===== src/rtl/patch_sweep_sat_cnt.sv =====
// Saturating up-counter with synchronous clear; clear has priority over increment.
// Latency: count updates on the edge after inc/clr.
// Backpressure: none; increments at all-ones are dropped.
module patch_sweep_sat_cnt #(
    parameter int W = 8
) (
    input  logic         clk,
    input  logic         rst_n,
    input  logic         clr,
    input  logic         inc,
    output logic [W-1:0] cnt
);

    localparam logic [W-1:0] MAX = '1;

    always_ff @(posedge clk or negedge rst_n) begin
        if (!rst_n) begin
            cnt <= '0;
        end else if (clr) begin
            cnt <= '0;
        end else if (inc && (cnt != MAX)) begin
            cnt <= cnt + W'(1);
        end
    end

endmodule


===== config.mk =====
export PLATFORM = sky130hd
export DESIGN_NAME = patch_sweep_sat_cnt
export DESIGN_NICKNAME = d
export VERILOG_FILES = /design/src/rtl/patch_sweep_sat_cnt.sv
export SDC_FILE = /design/constraint.sdc
export NUM_CORES = 1
export LEC_CHECK = 0
export ABC_AREA = 1
export CORE_AREA = 2 2 39 41
export CTS_BUF_LIST = sky130_fd_sc_hd__clkbuf_2
export DETAILED_ROUTE_END_ITERATION = 8
export DIE_AREA = 0 0 41 43
export PLACE_DENSITY = 0.64
export RECOVER_POWER = 50
export SLEW_MARGIN = 20
export SYNTH_ARGS = -nofsm -noshare
export SYNTH_HDL_FRONTEND = slang
export SYNTH_SLANG_ARGS = --single-unit

===== constraint.sdc =====
create_clock -name clk -period 2 [get_ports clk]
set_clock_uncertainty 0.2 [all_clocks]
set_input_delay 0.3 -clock clk [delete_from_list [all_inputs] [get_ports clk]]
set_output_delay 0.3 -clock clk [all_outputs]
set_load 0.01 [all_outputs]

==> impl_results.md, run 1 <==
* Layout cells sized above 1 at 0.0795
* DPL Wire Length at around 870 um
* Initial drt markers at 10
* Placed insts at a little over 100
* Cell family with most CP delay: buffers and inverters
* Max FFs per register at 8
* I/O Buffers at 11
* Largest net degree at the start of global routing at 9
* Mapped Nets at 79
* Critical path buffer and inverter count at 1
* Worst-path maximum fanout at 7
* Non-filler cells, final at 104
* Antenna violations before repair at 0
* Fmax at 563 MHz
* Root Buffer: clkbuf_2
* Die area at 1760 um2
* Cells along the critical path: clkdlybuf4s50_1
* Antenna fix cells at 0
* GRT Total Usage at 0.164
* Period utilisation layout at 0.888
* Final Slew Violations at 0
* Gr ovfl total at 0
* DR vias/cell at 4.90
* Vias in the first global route at 456
* CTS Buf Count at 3
* Remaining DRCs at 0
* Peak supply drop at 0.259 mV
* H-tree levels at 1
* Yosys warnings at 0
* Final Wtd Congestion at 0.858
* Yosys cell types at 15
* Core footprint at 1380 um2
* Slowest cell on crit path: clkdlybuf4s50_1
* Worst setup path class: reg2out
* Power per cell area at 514 nW/um2
* Post-CTS setup buffers at 0
* FP Rows at 14
* RSZ-0062 raised after global routing: no
* Min Tclk post-route at between 1500 and 2000 ps
* # setup viols final at 0
* Post-DRT Antenna Nets at 0
* Worst-skew pair later-pin latency at 250 ps
* WL per Instance at 11.3 um
* Die X at 41 um
* Hold_ws at 203 ps
* Hold crit path type: in2async
* CP Data Arrival Time at 1280 ps
* Vias post-DR at 510
* DP Worst Slack at approximately 290 ps
* Initial Util at 0.370
* Most flops, register: cnt
* Max-cap viol count at 0
* Nets at 95
* Largest stage delay on the critical path at between 500 and 600 ps
* CTS resizes at 0
* Slew margin rel. at 0.740
* Post-Syn Area at 512 um2
* Worst EP required at 1500 ps
* Top Ports at 12
* Chip height at between 40 and 50 um
* Router iterations before antenna repair at 5
* Fillcell total at 151
* P_leak at 0.312 nW
* First-pass GRT wire length at about 2.0 mm
* Clock Path Buffers at 2
* Largest regs: cnt (8)
* CP Capture Type: output port
* Layout area overhead at 26.9%
* Clk slew on worst S/H paths at approximately 80 ps
* Startpoint Class: register
* Least-Margin Pin Slew at approximately 400 ps
* # hold bufs at CTS at 0
* Cells after Synth at 74
* Setup ws final at 224 ps
* Final Hold Fails at 0
* Status: completed
* Syn_area_per_cell at slightly below 7 um2
* Post-Route WL at between 1 and 1.5 mm
* Register area share after synthesis at 0.391
* Yosys reg bits at 8
* Setup_tns at 0 ps
* CTS tree: built
* Clk sinks at 8
## final cells by class
type,count,area (um2),share of cell area
multi-input cells,55,258,0.397
flip-flops and latches,8,200,0.308
repair buffers,11,110,0.170
inverters,11,46.3,0.0713
well taps,16,20.0,0.0308
clock buffers,3,15.0,0.0231
## report_power, final
group          internal (mW)  switching (mW)  leakage [nW]
logic                 0.0271          0.0295         0.191
registers              0.169         0.00972         0.108
clock network         0.0409          0.0582        0.0125
## synth_stat cells
master | n | area, um2
nand2_4 | 1 | 11.3
inv_1 | 10 | 37.5
nor2_2 | 2 | 12.5
dfrtp_1 | 8 | 200
clkinv_4 | 1 | 8.76
nor3_1 | 2 | 10.0
nand2_1 | 25 | 93.8
nor2_1 | 5 | 18.8
o21ai_1 | 1 | 5.00
ha_1 | 1 | 12.5
nand2_2 | 2 | 12.5
a21oi_1 | 4 | 20.0
o21bai_1 | 2 | 15.0
a21oi_2 | 1 | 8.76
nand3_1 | 9 | 45.0
## placed cells by master, fill, tap and decap left out
master           count
dlygate4sd3_1        1
nand2_4              1
clkbuf_2             3
o21bai_1             2
nand2_1             27
nor2_1               6
dfrtp_1              8
o21ai_1              1
nor3_1               2
clkinv_4             1
a21oi_2              1
ha_1                 1
nor2_2               1
clkdlybuf4s50_1     10
nand3_1              9
inv_1               10
a21oi_1              4
## routing by layer
metal / track usage / vias up / share of wire
met5: 0 / - / 0
met4: 0.120 / 0 / 0.020
met3: 0.0157 / 3 / 0.035
met2: 0.219 / 10 / 0.44
met1: 0.236 / 233 / 0.51
li1: - / 264 / -
## kinds of logic (layout without fill, tap and decap cells)
| family | count (synthesis) | after routing | share of synthesized area |
|---|---|---|---|
| AND/OR/NAND/NOR | 46 | 46 | 0.399 |
| buffers and inverters | 11 | 25 | 0.0905 |
| AO/OA/AOI/OAI | 8 | 8 | 0.0953 |
| flip-flops | 8 | 8 | 0.391 |
| adder cells (fa/ha/maj) | 1 | 1 | 0.0244 |
## metrics by stage
step | power (mW) | util | cell area [um2]
after floorplan | 0.208 | - | 512
after global placement | 0.240 | 0.464 | 642
after detailed placement | 0.239 | 0.464 | 642
after CTS | 0.337 | 0.475 | 657
after global routing | 0.349 | 0.469 | 649
final | 0.334 | 0.469 | 649
## worst register-to-register path: stages (launching register included)
cell and delay, ps:
dfrtp_1 420, ha_1 230, nand2_1 140, nor2_1 90, a21oi_1 280, nand3_1 110
nand2_1 70, inv_1 30
## final timing paths
check / depth (start not counted) / slack (ps) / from / to
worst max-delay path: 1 / 220 / cnt[5] / cnt[5]
worst min-delay path: 1 / 200 / rst_n / cnt[2]
worst max register to register: 7 / 320 / cnt[0] / cnt[7]
worst min register to register: 2 / 360 / cnt[1] / cnt[1]
max in group asynchronous: 1 / 1120 / rst_n / cnt[7]
min in group clk: 2 / 360 / cnt[1] / cnt[1]
Note: power is estimated with default switching activity, not from simulation.
==> run 2: changes to the inputs <==
CELL_PAD_IN_SITES_DETAIL_PLACEMENT = 1   (was unset)
CELL_PAD_IN_SITES_GLOBAL_PLACEMENT = 2   (was unset)
CORE_AREA = unset   (was 2 2 39 41)
CORE_MARGIN = 2   (was unset)
CORE_UTILIZATION = 27   (was unset)
DIE_AREA = unset   (was 0 0 41 43)
PLACE_DENSITY = 0.8   (was 0.64)
==> run 2 against run 1 <==
Net effect: hold slack gained 8.4 ps; utilization down 8.8 points; sequential share of layout area decreased by 0.75 points; count of clock-buffer cells in the layout unchanged; final cell count grew 9.6%; critical path type unchanged; critical endpoint unchanged; largest cell class unchanged.
==> impl_results.md, run 2 (same netlist as run 1, synthesis figures left out) <==
* Status: completed
* First-pass GRT wire length at 2.29 mm
* DPL Wire Length at 1.06 mm
* Hold_ws at roughly 210 ps
* DR vias/cell at 4.46
* Largest stage delay on the critical path at 580 ps
* Final Wtd Congestion at 0.776
* Final Hold Fails at 0
* Initial Util at 0.293
* Final Slew Violations at 0
* Cell family with most CP delay: buffers and inverters
* Most flops, register: cnt
* Die area at 2260 um2
* Largest regs: cnt (8)
* Max-cap viol count at 0
* CTS Buf Count at 3
* Gr ovfl total at 0
* Root Buffer: clkbuf_2
* Worst setup path class: reg2out
* Layout area overhead at 30.1%
* Vias in the first global route at 502
* Critical Path Stages at 1
* CP Capture Type: output port
* Router iterations before antenna repair at 4
* Final Core Density at 0.381
* H-tree levels at 1
* Min Tclk post-route at 1770 ps
* CP Data Arrival Time at around 1300 ps
* Peak supply drop at ~0.3 mV
* Initial drt markers at 9
* Fmax at 565 MHz
* Startpoint Class: register
* Worst EP required at 1500 ps
* CTS tree: built
* Chip height at approximately 48 um
* Core footprint at 1750 um2
* Die X at 47.5 um
* Top Ports at 12
* R2R cell count at 9
* Clock Path Buffers at 2
* RSZ-0062 raised after global routing: no
* Area post-placement at 661 um2
* GRT Total Usage at 0.150
* Vias post-DR at between 500 and 600
* Antenna violations before repair at 0
* Cell area after layout at about 670 um2
* Nets at 96
* Layout cells sized above 1 at 0.101
* Cells along the critical path: clkdlybuf4s50_1
* Remaining DRCs at 0
* Placed insts at 111
* Worst reg-to-reg setup slack at around 230 ps
* CTS resizes at 0
* Worst-path maximum fanout at 7
* Period utilisation layout at 0.885
* Max FFs per register at 8
* Clk slew on worst S/H paths at 90 ps
* Post-CTS setup buffers at 0
* Post-Route WL at roughly 1.4 mm
* Least-Margin Pin Slew at 394 ps
* Most frequent cells in the layout: 26 x nand2_1, 10 x inv_1, 10 x clkdlybuf4s50_1
* Post-DRT Antenna Nets at 0
* Commonest non-fill, non-tap cell in the layout: nand2_1
* FP Rows at 15
* Setup_tns at 0 ps
* Critical path buffer and inverter count at 1
* I/O Buffers at 11
* Worst-skew pair later-pin latency at 240 ps
* Slowest cell on crit path: clkdlybuf4s50_1
* # setup viols final at 0
* Non-filler cells, final at 114
* P_leak at 0.313 nW
* Power per cell area at 501 nW/um2
* Largest net degree at the start of global routing at 9
* Slew margin rel. at 0.736
* # hold bufs at CTS at 0
* Hold crit path type: in2async
* WL per Instance at ~12 um
* Antenna fix cells at 0
* Clk sinks at 8
run 2: changes by cell type in the layout (fill, tap and decap cells not counted), sizes merged:
| cell | change |
|---|---|
| buf | +1 |
run 2: worst paths after layout:
kind	from	endpoint
min in group clk	cnt[3]	cnt[3]
setup / recovery	cnt[5]	cnt[5]
hold / removal	rst_n	cnt[2]
setup reg to reg	cnt[1]	cnt[6]
max in group asynchronous	rst_n	cnt[0]
hold reg to reg	cnt[3]	cnt[3]
run 2: layout make-up:
class	instances	area [um2]
inverters	11	46.3
flip-flops and latches	8	200
well taps	25	31.3
repair buffers	12	118
multi-input cells	55	255
fillers	234	1080
clock buffers	3	15.0
run 2: metal layers:
layer	track usage	vias to the layer above	part of all wire
li1	-	265	-
met1	0.231	233	0.54
met2	0.205	11	0.44
met3	0.0226	0	0.024
met4	0.0649	0	0
met5	0	-	0
run 2: power by group:
part | total (mW) | internal, mW | switching (mW)
Combinational | 0.0575 | 0.0278 | 0.0297
Sequential | 0.178 | 0.169 | 0.00987
Clock | 0.0972 | 0.0409 | 0.0563
Total | 0.333 | 0.237 | 0.0958
run 2: worst reg2reg max path: cells and delay by family (launching register included):
kind	cells	cell delay [ps]
AND/OR/NAND/NOR	7	680
flip-flops	1	430
adder cells (fa/ha/maj)	1	230
buffers and inverters	1	130
run 2: metrics by stage:
step	setup slack (ps)	total power [mW]
finish	230	0.333
global route	97.3	0.355
CTS	217	0.342
detailed placement	301	0.242
global placement	339	0.243
floorplan	497	0.208
